<file path="src/rtl/alu_add_stage.sv">
// ---------------------------------------------------------------------------
// alu_add_stage
//   Registered 64-bit ADD/SUB/ADC/SBC execute stage built around a
//   carry-lookahead adder. Operands arrive over a valid/ready handshake.
//   The result register holds the sum and the {Z, N, C, V} flags. An
//   architectural carry flag feeds ADC/SBC so multi-word arithmetic can chain.
//
// Ports
//   clk         clock, rising edge
//   rst_n       asynchronous active-low reset
//   in_valid    operand beat offered
//   in_ready    stage can accept this cycle (!out_valid || out_ready)
//   in_op       00 ADD, 01 SUB, 10 ADC, 11 SBC
//   in_a, in_b  64-bit operands
//   out_valid   result register holds an unconsumed result
//   out_ready   downstream consumes the result this cycle
//   out_sum     registered 64-bit result
//   out_flags   registered {Z, N, C, V}
//   carry_flag  carry of the last accepted operation
//
// carry_lookahead_adder_64bit
//   Three-level 4-bit lookahead adder (bit -> 4-bit group -> 16-bit block).
//   Ports: a, b, cin in; s, cout, G (group generate), P (group propagate) out.
// ---------------------------------------------------------------------------

module carry_lookahead_adder_64bit (
    input  logic [63:0] a,
    input  logic [63:0] b,
    input  logic        cin,
    output logic [63:0] s,
    output logic        cout,
    output logic        G,
    output logic        P
);

    // Carry into positions 0..3 of a 4-wide lookahead cell.
    function automatic logic [3:0] carries4(input logic [2:0] g, input logic [2:0] p,
                                            input logic c0);
        logic [3:0] c;
        c[0] = c0;
        c[1] = g[0] | (p[0] & c0);
        c[2] = g[1] | (p[1] & g[0]) | (p[1] & p[0] & c0);
        c[3] = g[2] | (p[2] & g[1]) | (p[2] & p[1] & g[0]) | (p[2] & p[1] & p[0] & c0);
        return c;
    endfunction

    // Group {generate, propagate} of a 4-wide cell.
    function automatic logic [1:0] group4(input logic [3:0] g, input logic [3:0] p);
        logic gg;
        gg = g[3] | (p[3] & g[2]) | (p[3] & p[2] & g[1]) | (p[3] & p[2] & p[1] & g[0]);
        return {gg, &p};
    endfunction

    logic [63:0] bit_g, bit_p, bit_c;
    logic [15:0] grp_g, grp_p, grp_c;
    logic [3:0]  blk_g, blk_p, blk_c;
    logic [3:0]  cell_c;

    always_comb begin
        bit_g  = a & b;
        bit_p  = a ^ b;
        grp_c  = '0;
        bit_c  = '0;
        cell_c = '0;
        for (int j = 0; j < 16; j++) begin
            {grp_g[j], grp_p[j]} = group4(bit_g[4*j +: 4], bit_p[4*j +: 4]);
        end
        for (int k = 0; k < 4; k++) begin
            {blk_g[k], blk_p[k]} = group4(grp_g[4*k +: 4], grp_p[4*k +: 4]);
        end
        {G, P} = group4(blk_g, blk_p);
        blk_c  = carries4(blk_g[2:0], blk_p[2:0], cin);
        for (int k = 0; k < 4; k++) begin
            cell_c = carries4(grp_g[4*k +: 3], grp_p[4*k +: 3], blk_c[k]);
            grp_c[4*k +: 4] = cell_c;
        end
        for (int j = 0; j < 16; j++) begin
            cell_c = carries4(bit_g[4*j +: 3], bit_p[4*j +: 3], grp_c[j]);
            bit_c[4*j +: 4] = cell_c;
        end
        s    = bit_p ^ bit_c;
        cout = G | (P & cin);
    end

endmodule

module alu_add_stage (
    input  logic        clk,
    input  logic        rst_n,
    input  logic        in_valid,
    output logic        in_ready,
    input  logic [1:0]  in_op,
    input  logic [63:0] in_a,
    input  logic [63:0] in_b,
    output logic        out_valid,
    input  logic        out_ready,
    output logic [63:0] out_sum,
    output logic [3:0]  out_flags,
    output logic        carry_flag
);

    // {Z, N, C, V}; overflow uses the post-inversion B operand so SUB/SBC
    // get the correct signed-overflow rule for free.
    function automatic logic [3:0] calc_flags(input logic [63:0] a, input logic [63:0] b_eff,
                                              input logic [63:0] s, input logic c);
        logic v;
        v = (a[63] == b_eff[63]) && (s[63] != a[63]);
        return {(s == 64'd0), s[63], c, v};
    endfunction

    logic        valid_q, valid_d;
    logic [63:0] sum_q, sum_d;
    logic [3:0]  flags_q, flags_d;
    logic        carry_q, carry_d;

    logic [63:0] b_eff;
    logic        cin_eff;
    logic [63:0] add_s;
    logic        add_c;
    logic        cla_g_unused, cla_p_unused;
    logic        accept;

    // op[0] selects subtract (invert B), op[1] selects carry-in from the flag.
    always_comb begin
        b_eff   = in_op[0] ? ~in_b : in_b;
        cin_eff = in_op[1] ? carry_q : in_op[0];
    end

    carry_lookahead_adder_64bit u_cla (
        .a    (in_a),
        .b    (b_eff),
        .cin  (cin_eff),
        .s    (add_s),
        .cout (add_c),
        .G    (cla_g_unused),
        .P    (cla_p_unused)
    );

    assign in_ready = !valid_q || out_ready;
    assign accept   = in_valid && in_ready;

    always_comb begin
        valid_d = valid_q;
        sum_d   = sum_q;
        flags_d = flags_q;
        carry_d = carry_q;
        if (accept) begin
            valid_d = 1'b1;
            sum_d   = add_s;
            flags_d = calc_flags(in_a, b_eff, add_s, add_c);
            carry_d = add_c;
        end else if (out_ready) begin
            valid_d = 1'b0;
        end
    end

    // Result register stage
    always_ff @(posedge clk or negedge rst_n) begin
        if (!rst_n) begin
            valid_q <= 1'b0;
            sum_q   <= 64'd0;
            flags_q <= 4'b0000;
            carry_q <= 1'b0;
        end else begin
            valid_q <= valid_d;
            sum_q   <= sum_d;
            flags_q <= flags_d;
            carry_q <= carry_d;
        end
    end

    assign out_valid  = valid_q;
    assign out_sum    = sum_q;
    assign out_flags  = flags_q;
    assign carry_flag = carry_q;

endmodule

</file>
<file path="config.mk">
export PLATFORM = sky130hd
export DESIGN_NAME = alu_add_stage
export DESIGN_NICKNAME = d
export VERILOG_FILES = /design/src/rtl/alu_add_stage.sv
export SDC_FILE = /design/constraint.sdc
export NUM_CORES = 1
export LEC_CHECK = 0
export CELL_PAD_IN_SITES_DETAIL_PLACEMENT = 1
export CELL_PAD_IN_SITES_GLOBAL_PLACEMENT = 1
export CORE_MARGIN = 2
export CORE_UTILIZATION = 25
export DETAILED_ROUTE_END_ITERATION = 7
export PLACE_DENSITY = 0.66
export RECOVER_POWER = 50
export SLEW_MARGIN = 20
export SYNTH_ARGS = -nofsm -noshare
export SYNTH_HDL_FRONTEND = slang
export SYNTH_HIERARCHICAL = 1
export SYNTH_SLANG_ARGS = --single-unit
</file>
<file path="constraint.sdc">
create_clock -name clk -period 3.9 [get_ports clk]
set_input_delay 0.39 -clock clk [delete_from_list [all_inputs] [get_ports clk]]
set_output_delay 0.39 -clock clk [all_outputs]
set_load 0.02 [all_outputs]
</file>
### Word-level counts from Yosys, hierarchy flattened

Index checks and enable logic that the tools add are counted.

| operators by class | value |
|---|---|
| add/subtract/negate cells | 0 |
| $mul | 0 |
| divide/modulo/power cells | 0 |
| magnitude comparators | 0 |
| equality and inequality tests | 2 |
| shifts and indexed selects | 0 |
| muxes and demuxes | 4 |
| bitwise logic cells | 489 |
| reduce and logical (&&, ||, !) cells | 27 |

Operators with widths:

| kind | count |
|---|---|
| $and A1 B1 Y1 | 295 |
| $or A1 B1 Y1 | 190 |
| $xor A64 B64 Y64 | 2 |
| $and A64 B64 Y64 | 1 |
| $logic_not A64 Y1 | 1 |
| $mux W64 | 1 |
| $not A64 Y64 | 1 |
| $reduce_and A16 Y1 | 4 |
| $reduce_and A4 Y1 | 16 |
| $reduce_and A64 Y1 | 1 |
| $mux W1 | 3 |
| $logic_and A1 B1 Y1 | 2 |
| $reduce_bool A2 Y1 | 1 |
| $eq A1 B1 Y1 | 1 |
| $logic_not A1 Y1 | 1 |
| $logic_or A1 B1 Y1 | 1 |
| $ne A1 B1 Y1 | 1 |

| word-level totals | value |
|---|---|
| register bits | 70 |
| latch bits | 0 |
| memory bits (writable) | 0 |
| memory bits (read-only) | 0 |
| input bits | 134 |
| output and inout bits | 71 |
| logic and storage cells | 526 |
| memories | 0 |

### Logic depth before layout (Yosys ltp)

| depth | value |
|---|---|
| depth after elaboration | 22 |
| gate-level depth with buffers | 19 |
| depth with buffers taken out | 17 |

### Modules after synthesis

The synthesis kept the hierarchy.

Modules (own cells, without submodules):

| module | times used | cells each | area each (um^2) | seq. area each (um^2) |
|---|---|---|---|---|
| alu_add_stage | 1 | 245 | 3320.7 | 1701.6 |
| carry_lookahead_adder_64bit | 1 | 378 | 2995.4 | 0.0 |

### Worst setup path after synthesis

OpenSTA, ideal clock, no wires.

| timing | value |
|---|---|
| kind | input -> register |
| start point | input port in_op[0] |
| end point | register flags_q[3] (netlist: out_flags[3]) |
| setup time | 67 ps |
| arrival | 3936 ps |
| data required time | 3833 ps |
| slack | -103 ps |
| stages | 16 |
| path buffers | 2 |
| cell sequence | buf_2 -> buf_2 -> xor2_1 -> ha_1 -> nand4_1 -> nor2_1 -> and4_1 -> nor2b_1 -> a311oi_4 -> o211ai_1 -> fa_1 -> xor2_1 -> nor4_1 -> nand2_2 -> nor4_1 -> a32o_1 |

| between the ends | value |
|---|---|
| elaborated cells between the ends (all ways) | 483 |
| classes of those cells | mux: 2; bitwise: 462; reduce/logical: 19 |

RTL lines:

| element | line | source |
|---|---|---|
| start, declared | 92 | `input logic [1:0] in_op,` |
| $mux W64 * | 125 | `b_eff = in_op[0] ? ~in_b : in_b;` |
| via b_eff[20] | 116 | `logic [63:0] b_eff;` |
| $and A64 B64 Y64 | 60 | `bit_g = a & b;` |
| $and A1 B1 Y1 | 50 | `gg = g[3] \| (p[3] & g[2]) \| (p[3] & p[2] & g[1]) \| (p[3] & p[2] & p[1] & g[0]);` |
| $or A1 B1 Y1 | 50 |  |
| $and A1 B1 Y1 | 50 |  |
| $or A1 B1 Y1 (2 in series) | 50 |  |
| $and A1 B1 Y1 | 43 | `c[3] = g[2] \| (p[2] & g[1]) \| (p[2] & p[1] & g[0]) \| (p[2] & p[1] & p[0] & c0);` |
| $or A1 B1 Y1 (2 in series) | 43 |  |
| $or A1 B1 Y1 * | 43 |  |
| $and A1 B1 Y1 * | 42 | `c[2] = g[1] \| (p[1] & g[0]) \| (p[1] & p[0] & c0);` |
| $or A1 B1 Y1 * | 42 |  |
| $and A1 B1 Y1 * | 41 | `c[1] = g[0] \| (p[0] & c0);` |
| $or A1 B1 Y1 * | 41 |  |
| $xor A64 B64 Y64 * | 81 | `s = bit_p ^ bit_c;` |
| via add_s[57] | 118 | `logic [63:0] add_s;` |
| $logic_not A64 Y1 * | 108 | `return {(s == 64'd0), s[63], c, v};` |
| end signal, assigned | 167 | `flags_q <= flags_d;` |
| end, declared | 113 | `logic [3:0] flags_q, flags_d;` |

Mark *: on every way through the listed nets, which the timed path passes. The rest lies on a longest branch.
A chain may end at the register's enable or synchronous reset.

### Worst setup path after layout

| timing | value |
|---|---|
| start point | input port in_b[12] |
| end point | register flags_q[3] (netlist: out_flags[3]) |

| between the ends | value |
|---|---|
| cells in the longest elaborated chain, start to end | 17 |
| elaborated cells between the ends (all ways) | 132 |
| classes of those cells | mux: 1; bitwise: 128; reduce/logical: 3 |

Ends and longest elaborated chain:

| element | line | source |
|---|---|---|
| start, declared | 94 | `input logic [63:0] in_b,` |
| $not A64 Y64 | 125 |  |
| $mux W64 * | 125 |  |
| via b_eff[12] | 116 |  |
| $xor A64 B64 Y64 / $and A64 B64 Y64 (equally long branches) | 61, 60 |  |
| $reduce_and A4 Y1 / $and A1 B1 Y1 (equally long branches) | 51, 50 |  |
| $and A1 B1 Y1 / $or A1 B1 Y1 (equally long branches) | 50 |  |
| $or A1 B1 Y1 / $and A1 B1 Y1 (equally long branches) (2 in series) | 50 |  |
| $or A1 B1 Y1 | 50 |  |
| (+2 left out) | -- |  |
| $or A1 B1 Y1 * | 43 |  |
| $and A1 B1 Y1 * | 42 |  |
| $or A1 B1 Y1 * | 42 |  |
| $and A1 B1 Y1 * | 41 |  |
| $or A1 B1 Y1 * | 41 |  |
| $xor A64 B64 Y64 * | 81 |  |
| via add_s[57] | 118 |  |
| $logic_not A64 Y1 * | 108 |  |

Marked as above.

==> metrics.log <==
INFO  metric clockRootBuffer = sky130_fd_sc_hd__clkbuf_16
INFO  metric drc = 0
INFO  metric setup_slack_of_the_most_critical_reg_to_reg_path = 0.51 ns
INFO  metric ys_warn_count = 6
INFO  metric worst_pin_slew = 1.908 ns
INFO  metric dieArea = 26550 um^2
INFO  metric synth.top_cells.by_count = sky130_fd_sc_hd__xor2_1, sky130_fd_sc_hd__dfrtp_1, sky130_fd_sc_hd__ha_1
INFO  metric clkLatencyLatePin = 0.34 ns
INFO  metric placed_instance_area = 10150 um^2
INFO  metric outcome = finished, violations left
INFO  metric yosys.area.top_type_share = 26.94%
INFO  metric critPathLaunchType = primary input
INFO  metric cts_tree = built
INFO  metric cellLeakagePower = 0.004746 uW
INFO  metric gp_congestion = 0.8554
INFO  metric hold-worst-slack = 0.4879 ns
INFO  metric power-per-cell-area = 456.1 nW/um^2
INFO  metric setup_repair_after_global_routing_missed_its_margin = yes
INFO  metric cp_num_buf_inv = 5
INFO  metric route.antenna.remaining_nets = 0
INFO  metric crit_chain = clkdlybuf4s50_1, xor2_1, ha_1, nand4_1, inv_1, a221oi_2, nor2b_2, a311oi_4, buf_12, buf_4, o211ai_1, buf_4, fa_2, xor2_2, nor4_2, nand2_2, nor4_2, a32o_1
INFO  metric timing.fmax = 254.4 MHz
INFO  metric fin_crit = 3.930 ns
INFO  metric fillCellCount = 2881
INFO  metric p_clk_share = 15.7%
INFO  metric via_count_of_the_first_global_routing_pass = 6908
INFO  metric final_layout_size_suffix_gt1_share = 32.65%
INFO  metric critical-path-top-delay-family = buffers and inverters
INFO  metric path_class = primary input to flop
INFO  metric failed_checks = max-capacitance violations, max-slew violations, negative setup slack
INFO  metric route.final.wire_length = 23210 um
INFO  metric clk_pin_slew_worst_paths = 0.06 ns
INFO  metric power.share.sequential = 23.9%
INFO  metric cts.path.max_buffers = 2
INFO  metric grt_overflow = 0
INFO  metric wire_per_inst = 17.12 um
INFO  metric antenna_violations_before_repair = 0
INFO  metric power_switching = 1919 uW
INFO  metric first_iter_violations = 135
INFO  metric max_cap_violations = 1
INFO  metric portBuffers = 204
INFO  metric ys_seq_area_share = 26.94%
INFO  metric crit_fanout = 7
INFO  metric yosysUniqueCellTypes = 60
INFO  metric maxSlewViolCount = 69
INFO  metric min_path_type = flop to flop
INFO  metric setup_viol_count_final = 1
INFO  metric worst_path_largest_cell_delay = 0.50 ns
INFO  metric count_of_vias_placed_by_the_detailed_router = 6273
INFO  metric floorplan.die.width = 162.9 um
INFO  metric netlist_instances = 623
INFO  metric die_height = 162.9 um
INFO  metric cts-htree-levels = 3
INFO  metric post-synth-top-area-cell = sky130_fd_sc_hd__dfrtp_1
INFO  metric viasPerCell = 4.626
INFO  metric cts_num_sinks = 68
INFO  metric synth-edff-count = 0
INFO  metric firstDrtPassIters = 4
INFO  metric grt_usage = 17.72%
INFO  metric grt_first_pass_wirelength = 36510 um
INFO  metric syn_area = 6316 um^2
INFO  metric worstSetupEndpointType = flop
INFO  metric synthTopCellsByArea = sky130_fd_sc_hd__dfrtp_1, sky130_fd_sc_hd__ha_1, sky130_fd_sc_hd__xor2_1, sky130_fd_sc_hd__mux2_2, sky130_fd_sc_hd__fa_1
INFO  metric postSynthAreaPerCell = 10.14 um^2
INFO  metric floorplan.rows = 58
INFO  metric postSynth.asyncResetShare = 100.0%
INFO  metric number_of_buffers_created_by_cts = 9
INFO  metric worst-endpoint-required = 4.17 ns
INFO  metric layout-area-overhead-vs-synth = 69.49%
INFO  metric p_sw_share = 39.30%
INFO  metric ys_seq_elements = 68
INFO  metric pwr-share-comb = 60.4%
INFO  metric syn-num-nets = 837
INFO  metric fin_ws = -0.03019 ns
INFO  metric fin_area = 10710 um^2
INFO  metric worst_ir_drop_vdd = 0.3257 mV
INFO  metric initial_standard_cell_utilization_of_the_core = 25.30%
INFO  metric place.detailed.hpwl = 18770 um
INFO  metric critPathArrivalTime = 4.20 ns
INFO  metric maxSlewHeadroom = -27.20%
INFO  metric synth.most_common_cell = sky130_fd_sc_hd__xor2_1
INFO  metric design.core.area = 24960 um^2
INFO  metric finalClockSkew = 0.006380 ns
INFO  metric grt_max_degree = 70
INFO  metric cpMaxStageDelayCell = sky130_fd_sc_hd__clkdlybuf4s50_1
INFO  metric final_hold_viol_count = 0
INFO  metric power_report.internal_total = 2964 uW
INFO  metric num_antenna_cells = 0
INFO  metric ys.flop_type = sky130_fd_sc_hd__dfrtp_1
INFO  metric final_net_count = 1235
INFO  metric ioPinCount = 205
INFO  metric post-route-period-util = 100.8%
[cells in the final DEF (no fill, tap or decap), types with 21 or more instances in the layout]
cell type / count
sky130_fd_sc_hd__xnor2_1: 23
sky130_fd_sc_hd__mux2_2: 60
sky130_fd_sc_hd__dfrtp_1: 68
sky130_fd_sc_hd__buf_4: 197
sky130_fd_sc_hd__clkdlybuf4s50_1: 166
sky130_fd_sc_hd__xor2_1: 76
sky130_fd_sc_hd__dlygate4sd3_1: 34
sky130_fd_sc_hd__inv_1: 25
sky130_fd_sc_hd__nor2_1: 21
sky130_fd_sc_hd__a21oi_1: 35
sky130_fd_sc_hd__ha_1: 64
[power groups by stage]
stage / sequential [uW] / clock, uW / combinational [uW]
after CTS: 1180 / 794 / 3030
after global placement: 1180 / 0 / 2870
final: 1170 / 766 / 2950
after global routing: 1210 / 821 / 3180
after floorplan: 1500 / 0 / 1040
after detailed placement: 1190 / 0 / 2910
[tightest hold or removal path: stages (launching register included)]
cell,delay (ns)
sky130_fd_sc_hd__dfrtp_1,0.34
sky130_fd_sc_hd__nand2_1,0.05
sky130_fd_sc_hd__o21ai_0,0.06
[final timing paths]
kind	startpoint	to	cells past startpoint
max	in_b[12]	out_flags[3]$_DFFE_PN0P_	18
min	out_flags[0]$_DFFE_PN0P_	out_flags[0]$_DFFE_PN0P_	2
max reg2reg	out_flags[1]$_DFFE_PN0P_	out_flags[3]$_DFFE_PN0P_	15
min reg2reg	out_flags[0]$_DFFE_PN0P_	out_flags[0]$_DFFE_PN0P_	2
max in group asynchronous	rst_n	out_sum[32]$_DFFE_PN0P_	1
min in group asynchronous	rst_n	out_sum[9]$_DFFE_PN0P_	1
[sequential cells by signal, summed over array words and instances (netlist names)]
signal,cells
out_sum,63
out_valid,1
out_flags,4
[cell type report]
type / count / area (um^2) / area share, %
Inverter: 27 / 101.3 / 0.9467
Tap cell: 330 / 412.9 / 3.857
Sequential cell: 68 / 1702 / 15.90
Multi-Input combinational cell: 510 / 4642 / 43.36
Clock inverter: 5 / 28.78 / 0.2688
Clock buffer: 11 / 232.7 / 2.174
Timing Repair Buffer: 405 / 3586 / 33.50
[cells by family (layout without fill, tap and decap cells)]
family | count (synthesis) | after routing | share of synthesized area, %
AOI/OAI and AO/OA | 131 | 131 | 14.38
xor gates and xnor gates | 107 | 107 | 14.84
adders and majority gates | 80 | 80 | 17.75
buffers and inverters | 45 | 448 | 3.269
DFF | 68 | 68 | 26.94
muxes | 66 | 66 | 11.77
and+or+nand+nor | 126 | 126 | 11.05
[routing by layer]
layer / global-route usage [%] / wire length (um)
met5: 0 / 0
met4: 4.183 / 246
met3: 2.903 / 983
met2: 31.72 / 11760
met1: 22.21 / 10230
[stage by stage]
step	cells	TNS, ns	power (uW)	util [%]	setup slack (ns)
floorplan	623	0	2539	-	0.002744
global placement	1329	-0.9033	4056	40.65	-0.8914
detailed placement	1329	-1.033	4105	40.65	-0.9384
CTS	1356	0	5010	42.88	0.003388
global route	1356	-0.2511	5215	42.88	-0.2511
finish	1356	-0.03019	4883	42.88	-0.03019
[what timing repair did]
action	in CTS	in global routing
hold buffers	0	0
setup buffers	11	0
pin swaps	28	1
gates resized for setup	46	2
setup endpoints to repair	1	1
endpoints found under the hold margin	0	0
(Power assumes the default switching activity.)
